==> config.mk <==
export PLATFORM = sky130hd
export DESIGN_NAME = io_spi_master
export DESIGN_NICKNAME = d
export VERILOG_FILES = /design/src/rtl/io_spi_master.sv
export SDC_FILE = /design/constraint.sdc
export NUM_CORES = 1
export LEC_CHECK = 0
export ABC_AREA = 1
export CAP_MARGIN = 30
export CORE_ASPECT_RATIO = 0.75
export CORE_MARGIN = 4
export CORE_UTILIZATION = 32
export DETAILED_ROUTE_END_ITERATION = 8
export GPL_ROUTABILITY_DRIVEN = 1
export PLACE_DENSITY_LB_ADDON = 0.12
export REMOVE_ABC_BUFFERS = 1
export SLEW_MARGIN = 40
export SYNTH_ARGS = -nofsm -noshare
export SYNTH_HDL_FRONTEND = slang
export SYNTH_SLANG_ARGS = --single-unit
==> constraint.sdc <==
create_clock -name clk -period 2.83 [get_ports clk]
set_input_delay 0.7075 -clock clk [delete_from_list [all_inputs] [get_ports clk]]
set_output_delay 0.7075 -clock clk [all_outputs]
set_load 0.005 [all_outputs]
==> src/rtl/io_spi_master.sv <==
// SPI mode-0 master on the DMA IO register bus: CTRL/TXDATA/RXDATA/STATUS at 0xC800..0xC80C.
// Read data is daisy-chained: own data one cycle after a hit, otherwise rdata_in passes through.
`timescale 1ns/1ps
module io_spi_master (
   input  logic        clk,
   input  logic        rst_n,
   input  logic        dma_io_we,
   input  logic [15:2] dma_io_wadr,
   input  logic [31:0] dma_io_wdata,
   input  logic [15:2] dma_io_radr,
   input  logic        dma_io_radr_en,
   input  logic [31:0] dma_io_rdata_in,
   output logic [31:0] dma_io_rdata,
   output logic        spi_sclk,
   output logic        spi_mosi,
   input  logic        spi_miso,
   output logic        spi_cs_n
);

   localparam int unsigned AW = 14;
   localparam int unsigned DW = 32;
   localparam int unsigned BW = 8;
   localparam logic [AW-1:0] ADR_CTRL   = 14'h3200;
   localparam logic [AW-1:0] ADR_TXDATA = 14'h3201;
   localparam logic [AW-1:0] ADR_RXDATA = 14'h3202;
   localparam logic [AW-1:0] ADR_STATUS = 14'h3203;

   typedef enum logic [1:0] {IDLE, SHIFT_LO, SHIFT_HI, DONE} state_e;

   state_e        state_q, state_d;
   logic [BW-1:0] clkdiv_q, clkdiv_d;
   logic          cs_level_q, cs_level_d;
   logic [BW-1:0] shift_q, shift_d;
   logic [2:0]    bit_cnt_q, bit_cnt_d;
   logic [BW-1:0] div_cnt_q, div_cnt_d;
   logic          miso_q, miso_d;
   logic          hi_first_q, hi_first_d;
   logic [BW-1:0] rx_q, rx_d;
   logic          rx_valid_q, rx_valid_d;
   logic          overrun_q, overrun_d;
   logic          sclk_q, sclk_d;
   logic          mosi_q, mosi_d;
   logic          rd_hit_q, rd_hit_d;
   logic [DW-1:0] rdata_q, rdata_d;

   logic          wr_ctrl, wr_tx, wr_status, rd_rx, busy, miso_bit;
   logic [BW-1:0] half_load;
   logic          unused_wdata;

   assign wr_ctrl      = dma_io_we && (dma_io_wadr == ADR_CTRL);
   assign wr_tx        = dma_io_we && (dma_io_wadr == ADR_TXDATA);
   assign wr_status    = dma_io_we && (dma_io_wadr == ADR_STATUS);
   assign rd_rx        = dma_io_radr_en && (dma_io_radr == ADR_RXDATA);
   assign busy         = (state_q != IDLE);
   assign unused_wdata = ^dma_io_wdata[DW-1:9];
   // Down-counter reload: half-period is max(clkdiv,1)+1 cycles.
   assign half_load    = (clkdiv_q == '0) ? BW'(1) : clkdiv_q;
   assign miso_bit     = hi_first_q ? spi_miso : miso_q;

   // Next-state, register file and read-port logic
   always_comb begin
      state_d    = state_q;
      clkdiv_d   = clkdiv_q;
      cs_level_d = cs_level_q;
      shift_d    = shift_q;
      bit_cnt_d  = bit_cnt_q;
      div_cnt_d  = div_cnt_q;
      miso_d     = miso_q;
      hi_first_d = hi_first_q;
      rx_d       = rx_q;
      rx_valid_d = rx_valid_q;
      overrun_d  = overrun_q;
      rd_hit_d   = 1'b0;
      rdata_d    = '0;

      if (wr_ctrl) begin
         clkdiv_d   = dma_io_wdata[7:0];
         cs_level_d = dma_io_wdata[8];
      end
      if (wr_status) overrun_d = 1'b0;
      if (wr_tx && busy) overrun_d = 1'b1;
      if (rd_rx) rx_valid_d = 1'b0;

      case (state_q)
         IDLE: begin
            if (wr_tx) begin
               shift_d   = dma_io_wdata[7:0];
               bit_cnt_d = '0;
               div_cnt_d = half_load;
               state_d   = SHIFT_LO;
            end
         end
         SHIFT_LO: begin
            if (div_cnt_q == '0) begin
               div_cnt_d  = half_load;
               hi_first_d = 1'b1;
               state_d    = SHIFT_HI;
            end else begin
               div_cnt_d = div_cnt_q - BW'(1);
            end
         end
         SHIFT_HI: begin
            // MISO is captured on the first high cycle and shifted in at the falling boundary
            hi_first_d = 1'b0;
            if (hi_first_q) miso_d = spi_miso;
            if (div_cnt_q == '0) begin
               shift_d   = {shift_q[BW-2:0], miso_bit};
               bit_cnt_d = bit_cnt_q + 3'd1;
               if (bit_cnt_q == 3'd7) begin
                  state_d = DONE;
               end else begin
                  div_cnt_d = half_load;
                  state_d   = SHIFT_LO;
               end
            end else begin
               div_cnt_d = div_cnt_q - BW'(1);
            end
         end
         DONE: begin
            rx_d       = shift_q;
            rx_valid_d = 1'b1;
            state_d    = IDLE;
         end
         default: state_d = IDLE;
      endcase

      sclk_d = (state_d == SHIFT_HI);
      mosi_d = ((state_d == SHIFT_LO) || (state_d == SHIFT_HI)) ? shift_d[BW-1] : 1'b0;

      if (dma_io_radr_en) begin
         case (dma_io_radr)
            ADR_CTRL:   begin rd_hit_d = 1'b1; rdata_d = {23'd0, cs_level_q, clkdiv_q}; end
            ADR_TXDATA: begin rd_hit_d = 1'b1; rdata_d = {24'd0, shift_q}; end
            ADR_RXDATA: begin rd_hit_d = 1'b1; rdata_d = {24'd0, rx_q}; end
            ADR_STATUS: begin rd_hit_d = 1'b1; rdata_d = {29'd0, overrun_q, rx_valid_q, busy}; end
            default:    begin rd_hit_d = 1'b0; rdata_d = '0; end
         endcase
      end
   end

   always_ff @(posedge clk or negedge rst_n) begin
      if (!rst_n) begin
         state_q    <= IDLE;
         clkdiv_q   <= '0;
         cs_level_q <= 1'b1;
         shift_q    <= '0;
         bit_cnt_q  <= '0;
         div_cnt_q  <= '0;
         miso_q     <= 1'b0;
         hi_first_q <= 1'b0;
         rx_q       <= '0;
         rx_valid_q <= 1'b0;
         overrun_q  <= 1'b0;
         sclk_q     <= 1'b0;
         mosi_q     <= 1'b0;
         rd_hit_q   <= 1'b0;
         rdata_q    <= '0;
      end else begin
         state_q    <= state_d;
         clkdiv_q   <= clkdiv_d;
         cs_level_q <= cs_level_d;
         shift_q    <= shift_d;
         bit_cnt_q  <= bit_cnt_d;
         div_cnt_q  <= div_cnt_d;
         miso_q     <= miso_d;
         hi_first_q <= hi_first_d;
         rx_q       <= rx_d;
         rx_valid_q <= rx_valid_d;
         overrun_q  <= overrun_d;
         sclk_q     <= sclk_d;
         mosi_q     <= mosi_d;
         rd_hit_q   <= rd_hit_d;
         rdata_q    <= rdata_d;
      end
   end

   assign spi_sclk     = sclk_q;
   assign spi_mosi     = mosi_q;
   assign spi_cs_n     = cs_level_q;
   assign dma_io_rdata = rd_hit_q ? rdata_q : dma_io_rdata_in;

endmodule

After elaboration in Yosys (flattened, before gate mapping)
Cells that the tools add are included. W data, S select, Z words.

Add/subtract/negate cells: 2. Div/mod/pow operators: 0. Shift operators: 0. Order comparisons: 0. Reductions and logical operators: 19. Muxes and demuxes: 30. Bitwise logic cells: 0. $mul: 0. Eq/ne operators: 17.

Operator list (count): $eq A14 B14 Y1 const B (7); $mux W8 (7); $pmux W9 S4 (1); $mux W32 (1); $pmux W8 S3 (1); $logic_not A8 Y1 (2); $pmux W8 S2 (1); $reduce_bool A2 Y1 (5); $mux W1 (9); $mux W9 (1); $mux W2 (4); $pmux W2 S4 (1); $sub A8 B1 Y8 const B (1); $eq A2 B2 Y1 const B (3); $mux W3 (2); $ne A2 B2 Y1 const B (3); $pmux W3 S2 (1); $reduce_and A3 Y1 (2); $logic_and A1 B1 Y1 (5); $eq A2 B1 Y1 const B (2); $reduce_or A4 Y1 (1); $add A3 B1 Y3 const B (1); $eq A3 B3 Y1 const B (1); $ne A3 B3 Y1 const B (1); 5 further kinds (5).

Bits in latches: 0. Memory bits (writable): 0. Output and inout bits: 35. Register bits after elaboration: 77. Memories kept: 0. Logic and storage cells: 84. Bits in read-only memories: 0.

Logic depth before layout (Yosys ltp)
Gate-level depths: netlist of the first run.

Word-level depth: 7. Mapped depth: 11. Mapped depth without buffers: 10.

Least setup slack after synthesis of the first run
No wires, ideal clock.

Kind: input -> register. Start: input dma_io_wadr[9] (netlist bit). End: register mosi_q (netlist: spi_mosi). Buffers on the path: 1. Slack: 0.820 ns. Data required time: 2.753 ns. Data arrival time: 1.933 ns. Cell stages on the path: 9. Path through: nor2_1 -> nand2_1 -> nor2_4 -> nand3_4 -> nand2_8 -> buf_6 -> o21ai_0 -> ha_1 -> a21oi_1.

Longest elaborated chain between the ends: 7. Elaborated cells on any way between the ends: 10. Classes of those cells: eq/ne (3); mux (5); reduce/logical (2).

Ends and longest elaborated chain: start: declaration (RTL line 8) `input logic [15:2] dma_io_wadr,`; $eq A14 B14 Y1 * (RTL line 51) `assign wr_tx = dma_io_we && (dma_io_wadr == ADR_TXDATA);`; $logic_and A1 B1 Y1 * (RTL line 51); $mux W2 * (RTL line 86) `if (wr_tx) begin`; $pmux W2 S4 * (RTL line 84) `case (state_q)`; via state_d[1] (RTL line 30) `state_e state_q, state_d;`; $eq A2 B1 Y1 / $eq A2 B2 Y1 (equally long branches) (RTL line 128) `mosi_d = ((state_d == SHIFT_LO) || (state_d == SHIFT_HI)) ? shift_d[BW-1] : 1'b0;`; $logic_or A1 B1 Y1 * (RTL line 128); $mux W1 * (RTL line 128); via mosi_d (RTL line 42) `logic mosi_q, mosi_d;`; end signal: assignment (RTL line 171) `mosi_q <= mosi_d;`; end: declaration (RTL line 42).

Mark *: on every way through the listed nets, which the timed path passes. The rest lies on a longest branch. The select of a mux whose other input is x is not followed. A chain may end at the register's enable or synchronous reset.

Worst setup path in the final report of the first run
Start: register rd_hit_q. End: output dma_io_rdata[0].

Longest elaborated chain between the ends: 1.

Ends and longest elaborated chain: start: declaration (RTL line 43) `logic rd_hit_q, rd_hit_d;`; start signal: assignment (RTL line 172) `rd_hit_q <= rd_hit_d;`; $mux W32 (RTL line 180) `assign dma_io_rdata = rd_hit_q ? rdata_q : dma_io_rdata_in;`; end: declaration (RTL line 13) `output logic [31:0] dma_io_rdata,`.

Every way passes these cells.

==> summary.md, run 1 <==
| Metric | Value |
|---|---|
| Nets | `666` |
| Ys Warns | `0` |
| Initial antenna violation count | `0` |
| Worst Max-Slew Pin Slew | `roughly 0.74 ns` |
| Unrepaired setup endpoints after global routing | `no` |
| Sequential share of the synthesized area | `between 40 and 50%` |
| DRC | `0` |
| Initial drt markers | `157` |
| Placed Area | `approximately 0.0046 mm^2` |
| XOR/XNOR share of the synthesized area | `less than 1%` |
| Clock Skews | `~0.0045 ns` |
| Worst VDD drop | `0.3509 mV` |
| Clock net sink count | `54` |
| Starting density of the core | `about 33%` |
| Largest net degree at the start of global routing | `30` |
| Slew margin rel. | `around 51%` |
| Worst setup SP type | `flip-flop` |
| Vias in the first global route | `3113` |
| Area growth from synthesis to layout | `40.98%` |
| Simple-gate portion of the synthesized area | `34.13%` |
| CP arrival | `2.00 ns` |
| Combinational fraction of design power | `between 30% and 40%` |
| H-tree levels | `2` |
| DP Wirelength | `7448 um` |
| Final Hold Fails | `0` |
| Post-Syn Instances | `between 400 and 500` |
| Final setup viols | `0` |
| Mux contribution to synthesized area | `around 3%` |
| Post-Layout Inst Area | `0.004735 mm^2` |
| Detailed Route WL | `approximately 9000 um` |
| Switching pwr | `a little under 1 mW` |
| Max Cap Viol | `0` |
| Clk pin slew, worst setup/hold paths | `about 0.070 ns` |
| DIE HEIGHT | `96.72 um` |
| Register bit count reported by yosys | `54` |
| PostCTS Resize Cnt | `0` |
| I/O pins | `roughly 130` |
| Total CTS buffers | `5` |
| Hold Buf Count CTS | `0` |
| Max Slew Vio Count | `0` |
| Total Routing Usage GR | `roughly 16%` |
| DP Cell Count | `a little under 700` |
| Mean post-synth cell area | `roughly 7.4 um^2` |
| Compound-gate portion of the synthesized area | `between 8 and 9%` |
| Netlist Area Pre-Place | `0.003358 mm^2` |
| Switching share of power | `between 30% and 40%` |
| # port buffers | `108` |
| First-pass GRT wire length | `approximately 16000 um` |
| Power Density | `approximately 550 mW/mm^2` |
| Clock root buffer master | `clkbuf_16` |
| Die Wd | `126.3 um` |
| Outcome | `complete, no violations` |
| Vias per cell | `approximately 4.6` |
| Core area | `just over 0.01 mm^2` |
| Clock insertion delay at the later pin of the skew report | `0.29 ns` |
| Antenna-violating nets left | `0` |
| Grt total ovfl | `0` |
| Crit share post-route | `~96%` |
| Share of cells above drive strength 1 | `about 9%` |
| Main combinational cell family by area after synthesis | `simple AND/OR/NAND/NOR gates` |
| Die area | `roughly 0.012 mm^2` |
| Crit path required time | `around 2.1 ns` |
| Non-filler cells, final | `698` |
| Min cycle time layout | `between 2 and 3 ns` |
| Primary FF master, synth | `dfrtp_1` |
| Worst Hold Class | `input pin to asynchronous set/reset pin` |
| Async SR Flop Fraction | `100.0%` |
| Clock power frac | `between 20% and 30%` |
| # rows | `32` |
| Setup TNS Final | `0 ns` |
| N_diodes | `0` |
| CTS max path bufs | `2` |
| Fill count | `between 1000 and 1500` |
| Vias | `3204` |
| Critical Setup Path Class | `flip-flop to output pin` |
| Yosys cell types | `36` |
| Worst Setup End Kind | `output pin` |
| Number of enable flip-flop cells after synthesis | `0` |
| P_int | `1.666 mW` |
| Synth Area in Adders | `between 2 and 3%` |
| RePlAce Congestion | `between 0.8 and 0.9` |
| Post-CTS setup repair buffer count | `0` |
| CTS tree | `built` |
| Upper clock frequency limit | `roughly 0.37 GHz` |
| Drt pass-1 iters | `4` |
| LEAKAGE | `between 2 and 2.5 nW` |
| Drt wl/cell | `approximately 13 um` |
| Sequential share of power | `a little under two fifths` |
| Worst Path Max Fanout | `23` |
[stage by stage]
step                      setup WS (ns)  total power, mW  hold WS (ns)  utilization, %
after floorplan                  0.8988            1.657        0.4119               -
after global placement           0.2914            2.015        0.4554           44.71
after detailed placement         0.2682            2.028        0.4654           44.71
after CTS                       0.07736            2.657        0.4189           46.19
after global routing           0.006783            2.838        0.4395           46.19
final                            0.1201            2.627        0.4042           46.19
[area by class of cell]
type | instances | area, um^2 | area share, %
Multi-Input combinational cell | 314 | 1659 | 35.04
Sequential cell | 54 | 1353 | 28.57
Timing Repair Buffer | 116 | 1136 | 24.00
Inverter | 70 | 265.3 | 5.603
Tap cell | 136 | 170.2 | 3.594
Clock buffer | 6 | 138.9 | 2.933
Clock inverter | 2 | 12.51 | 0.2643
[synth_stat cells, types with 2 or more instances]
| master | number | area (um^2) |
|---|---|---|
| inv_1 | 67 | 251.5 |
| nand4_1 | 7 | 43.79 |
| o21ai_0 | 16 | 80.08 |
| nor2_4 | 4 | 45.04 |
| buf_4 | 2 | 15.01 |
| nand3_1 | 50 | 250.2 |
| xor2_1 | 2 | 17.52 |
| clkbuf_1 | 5 | 18.77 |
| ha_1 | 8 | 100.1 |
| o21ai_2 | 2 | 17.52 |
| buf_6 | 2 | 22.52 |
| buf_2 | 5 | 25.02 |
| nand2_1 | 94 | 352.8 |
| mux2_2 | 9 | 101.4 |
| nor2_2 | 5 | 31.28 |
| nand2_4 | 3 | 33.78 |
| o21ai_1 | 12 | 60.06 |
| dfrtp_1 | 53 | 1326 |
| nand2_2 | 3 | 18.77 |
| a21oi_1 | 17 | 85.08 |
| nor2_1 | 69 | 259.0 |
| nand3b_1 | 3 | 22.52 |
[kinds of logic (layout without fill, tap and decap cells)]
logic type | after synthesis | count (layout)
buf+inv | 84 | 194
fa+ha+maj | 8 | 8
mux | 9 | 9
flops | 54 | 54
simple gates | 243 | 243
xor+xnor | 2 | 2
compound gates | 52 | 52
[metal layers]
layer	vias to the layer above	GRT usage (%)	part of all wire, %
met2	121	24.48	44
met4	0	2.968	0.77
met1	1435	22.36	48
li1	1642	-	-
met3	6	3.146	7.3
met5	-	0	0
[path summary, 6_finish.rpt]
check                           startpoint               to  slack, ns  depth (start not counted)
worst max-delay path              rd_hit_q  dma_io_rdata[0]       0.12                          2
worst min-delay path                 rst_n       shift_q[3]       0.40                          2
worst max register to register  state_q[1]         spi_mosi       0.93                          7
worst min register to register     rx_q[0]          rx_q[0]       0.48                          2
max in group asynchronous            rst_n     bit_cnt_q[1]       2.12                          2
min in group clk                   rx_q[0]          rx_q[0]       0.48                          2
[state kept, by name, indices dropped and copies added, names as in the netlist, 2 cells and up]
signal     cells
rdata_q        9
clkdiv_q       8
div_cnt_q      8
rx_q           8
shift_q        8
bit_cnt_q      3
state_q        2
[placed cells by master, fill, tap and decap left out, types with 4 or more instances in the layout]
| cell | n |
|---|---|
| mux2_2 | 9 |
| nor2_1 | 69 |
| ha_1 | 8 |
| nand3_1 | 50 |
| buf_4 | 8 |
| nor2_2 | 5 |
| nor2_4 | 4 |
| dfrtp_1 | 53 |
| o21ai_0 | 16 |
| nand2_1 | 94 |
| inv_1 | 67 |
| a21oi_1 | 17 |
| clkbuf_16 | 5 |
| o21ai_1 | 12 |
| clkdlybuf4s50_1 | 107 |
| nand4_1 | 7 |
[power groups by stage]
| stage | clock [mW] | sequential [mW] | combinational, mW |
|---|---|---|---|
| 3_3_place_gp | 0 | 1.00 | 1.01 |
| 2_1_floorplan | 0 | 0.969 | 0.688 |
| 3_5_place_dp | 0 | 1.00 | 1.03 |
| 4_1_cts | 0.640 | 0.986 | 1.03 |
| 6_report | 0.622 | 0.987 | 1.02 |
| 5_1_grt | 0.669 | 1.00 | 1.17 |
[worst max-delay path, cell delays in order (launching register included)]
cell and delay [ns]:
dfrtp_1 0.82, mux2_2 0.43, clkdlybuf4s50_1 0.45
Note: power is estimated with default switching activity, not from simulation.
==> run 2, diff against run 1 <==
--- a/config.mk
+++ b/config.mk
@@ -9,7 +9,7 @@
 export CAP_MARGIN = 30
 export CORE_ASPECT_RATIO = 0.75
 export CORE_MARGIN = 4
-export CORE_UTILIZATION = 32
+export CORE_UTILIZATION = 48
 export DETAILED_ROUTE_END_ITERATION = 8
 export GPL_ROUTABILITY_DRIVEN = 1
 export PLACE_DENSITY_LB_ADDON = 0.12
==> run 2 against run 1 <==
Effect of this change: first-iteration DRC count up 13%; non-clock buffer count down 2; global-route usage up 6.0 points; clock skew up 0.014 ns; sequential power down 0.4%; largest cell class unchanged; largest power group unchanged.
==> summary.md, run 2 (synthesis results as in run 1) <==
| Metric | Value |
|---|---|
| Core area | `0.006799 mm^2` |
| Clock Skews | `between 0.015 and 0.02 ns` |
| Max reg flops | `9` |
| # rows | `26` |
| Outcome | `complete, no violations` |
| I/O pins | `132` |
| Drt pass-1 iters | `5` |
| Share of cells above drive strength 1 | `8.929%` |
| Detailed Route WL | `8764 um` |
| PostCTS Resize Cnt | `0` |
| Clock power frac | `about 19%` |
| Grt total ovfl | `0` |
| Initial drt markers | `roughly 180` |
| Crit-path max cell delay | `0.46 ns` |
| Upper clock frequency limit | `~0.4 GHz` |
| Total CTS buffers | `5` |
| Most used cell along the critical path | `clkdlybuf4s50_1` |
| CP arrival | `between 1.5 and 2 ns` |
| Setup TNS Final | `0 ns` |
| Max Slew Vio Count | `0` |
| Nets | `664` |
| Sequential share of power | `between 40% and 50%` |
| Crit path from | `dma_io_rdata_in[5]` |
| CTS tree | `built` |
| Worst setup SP type | `input pin` |
| Antenna-violating nets left | `0` |
| Largest Register | `rdata_q` |
| Slew margin rel. | `53.60%` |
| RePlAce Congestion | `around 0.84` |
| Clock insertion delay at the later pin of the skew report | `around 0.32 ns` |
| First-pass GRT wire length | `about 15000 um` |
| Hold path depth | `2` |
| Commonest non-fill, non-tap cell in the layout | `clkdlybuf4s50_1` |
| Clock net sink count | `54` |
| Crit share post-route | `around 90%` |
| Post-CTS setup repair buffer count | `0` |
| Clock root buffer master | `clkbuf_8` |
| Vias in the first global route | `roughly 3000` |
| Drt wl/cell | `13.61 um` |
| P_int | `1.503 mW` |
| Die area | `between 0.008 and 0.009 mm^2` |
| Switching share of power | `between 30 and 40%` |
| Reg2Reg Depth | `6` |
| Crit path required time | `roughly 2.1 ns` |
| # port buffers | `roughly 110` |
| CTS max path bufs | `2` |
| DP Cell Count | `636` |
| Min cycle time layout | `2.548 ns` |
| Combinational fraction of design power | `between 40% and 50%` |
| Hold path startpoint | `rx_q[5]` |
| Initial antenna violation count | `0` |
| Worst Setup End Kind | `output pin` |
| Worst Max-Slew Pin Slew | `around 0.7 ns` |
| Commonest non-fill, non-tap cells in the layout | `107 x clkdlybuf4s50_1, 94 x nand2_1, 69 x nor2_1` |
| Switching pwr | `0.9518 mW` |
| Total Routing Usage GR | `between 20 and 25%` |
| Die Wd | `104.6 um` |
| Starting density of the core | `approximately half` |
| Non-filler cells, final | `644` |
| Fill count | `608` |
| Pre-CTS setup slack | `~0.25 ns` |
| Worst Hold Class | `flip-flop to flip-flop` |
| Power Density | `~530 mW/mm^2` |
| Hold Buf Count CTS | `0` |
| DP Wirelength | `just under 7000 um` |
| Final setup viols | `0` |
| FF-to-FF Start | `state_q[1]` |
| Vias per cell | `about 5.0` |
| Worst VDD drop | `0.2882 mV` |
| Max Cap Viol | `0` |
| Area growth from synthesis to layout | `37.03%` |
| Vias | `3223` |
| DIE HEIGHT | `about 80 um` |
| Largest net degree at the start of global routing | `55` |
| Critical Setup Path Class | `input pin to output pin` |
| Final Hold Fails | `0` |
| Final worst slack | `around 0.28 ns` |
| H-tree levels | `2` |
| LEAKAGE | `approximately 2.3 nW` |
| DRC | `0` |
| N_diodes | `0` |
| Unrepaired setup endpoints after global routing | `no` |
| Clk pin slew, worst setup/hold paths | `between 0.1 and 0.15 ns` |
| CP Cell Sequence | `clkdlybuf4s50_1, mux2_2, clkdlybuf4s50_1` |
| Worst Path Max Fanout | `1` |
| Crit-path slowest cell | `clkdlybuf4s50_1` |
run 2: cell count changes in the layout (fill, tap and decap cells not counted), sizes merged:
cell	previous run	this run
clkinv	2	1
buf	9	7
inv	69	70
run 2: worst paths after layout:
path	end	slack, ns
worst min register to register	rx_q[5]	0.48
worst max register to register	spi_mosi	0.73
min in group asynchronous	div_cnt_q[3]	0.51
worst min-delay path	rx_q[5]	0.48
worst max-delay path	dma_io_rdata[5]	0.28
max in group asynchronous	rdata_q[4]	1.85
run 2: final cells by class:
cell class	instances	area (um^2)	area share [%]
sequential	54	1353	29.39
multi-input combinational	314	1659	36.05
clock inverter	2	16.27	0.3535
clock buffer	6	82.58	1.794
inverter	70	265.3	5.764
tap	84	105.1	2.284
timing repair buffer	114	1121	24.36
run 2: routing by layer:
layer	up-vias	wire length [um]	part of all wire (%)	GRT usage [%]
met5	-	0	0	0
met4	0	78	0.89	5.505
met3	8	691	7.9	5.221
met2	101	3973	45	33.18
met1	1475	4021	46	30.51
li1	1639	-	-	-
run 2: critical path, delay by kind of cell:
family	cells	cell delay, ns
buffers and inverters	2	0.87
multiplexers	1	0.26
run 2: power groups by stage:
stage | clock network [mW] | logic, mW | registers [mW]
floorplan | 0 | 0.688 | 0.969
global placement | 0 | 0.970 | 0.992
detailed placement | 0 | 1.00 | 0.995
CTS | 0.479 | 1.00 | 0.980
global route | 0.520 | 1.14 | 0.999
finish | 0.473 | 0.999 | 0.983
run 2: metrics by stage:
| step | area [um^2] | power (mW) | utilization, % | hold WS [ns] |
|---|---|---|---|---|
| after global routing | 4602 | 2.658 | 67.68 | 0.5073 |
| after detailed placement | 4503 | 1.995 | 66.23 | 0.4589 |
| after CTS | 4602 | 2.463 | 67.68 | 0.4841 |
| after floorplan | 3277 | 1.657 | - | 0.4119 |
| final | 4602 | 2.455 | 67.68 | 0.4832 |
| after global placement | 4503 | 1.963 | 66.23 | 0.4544 |
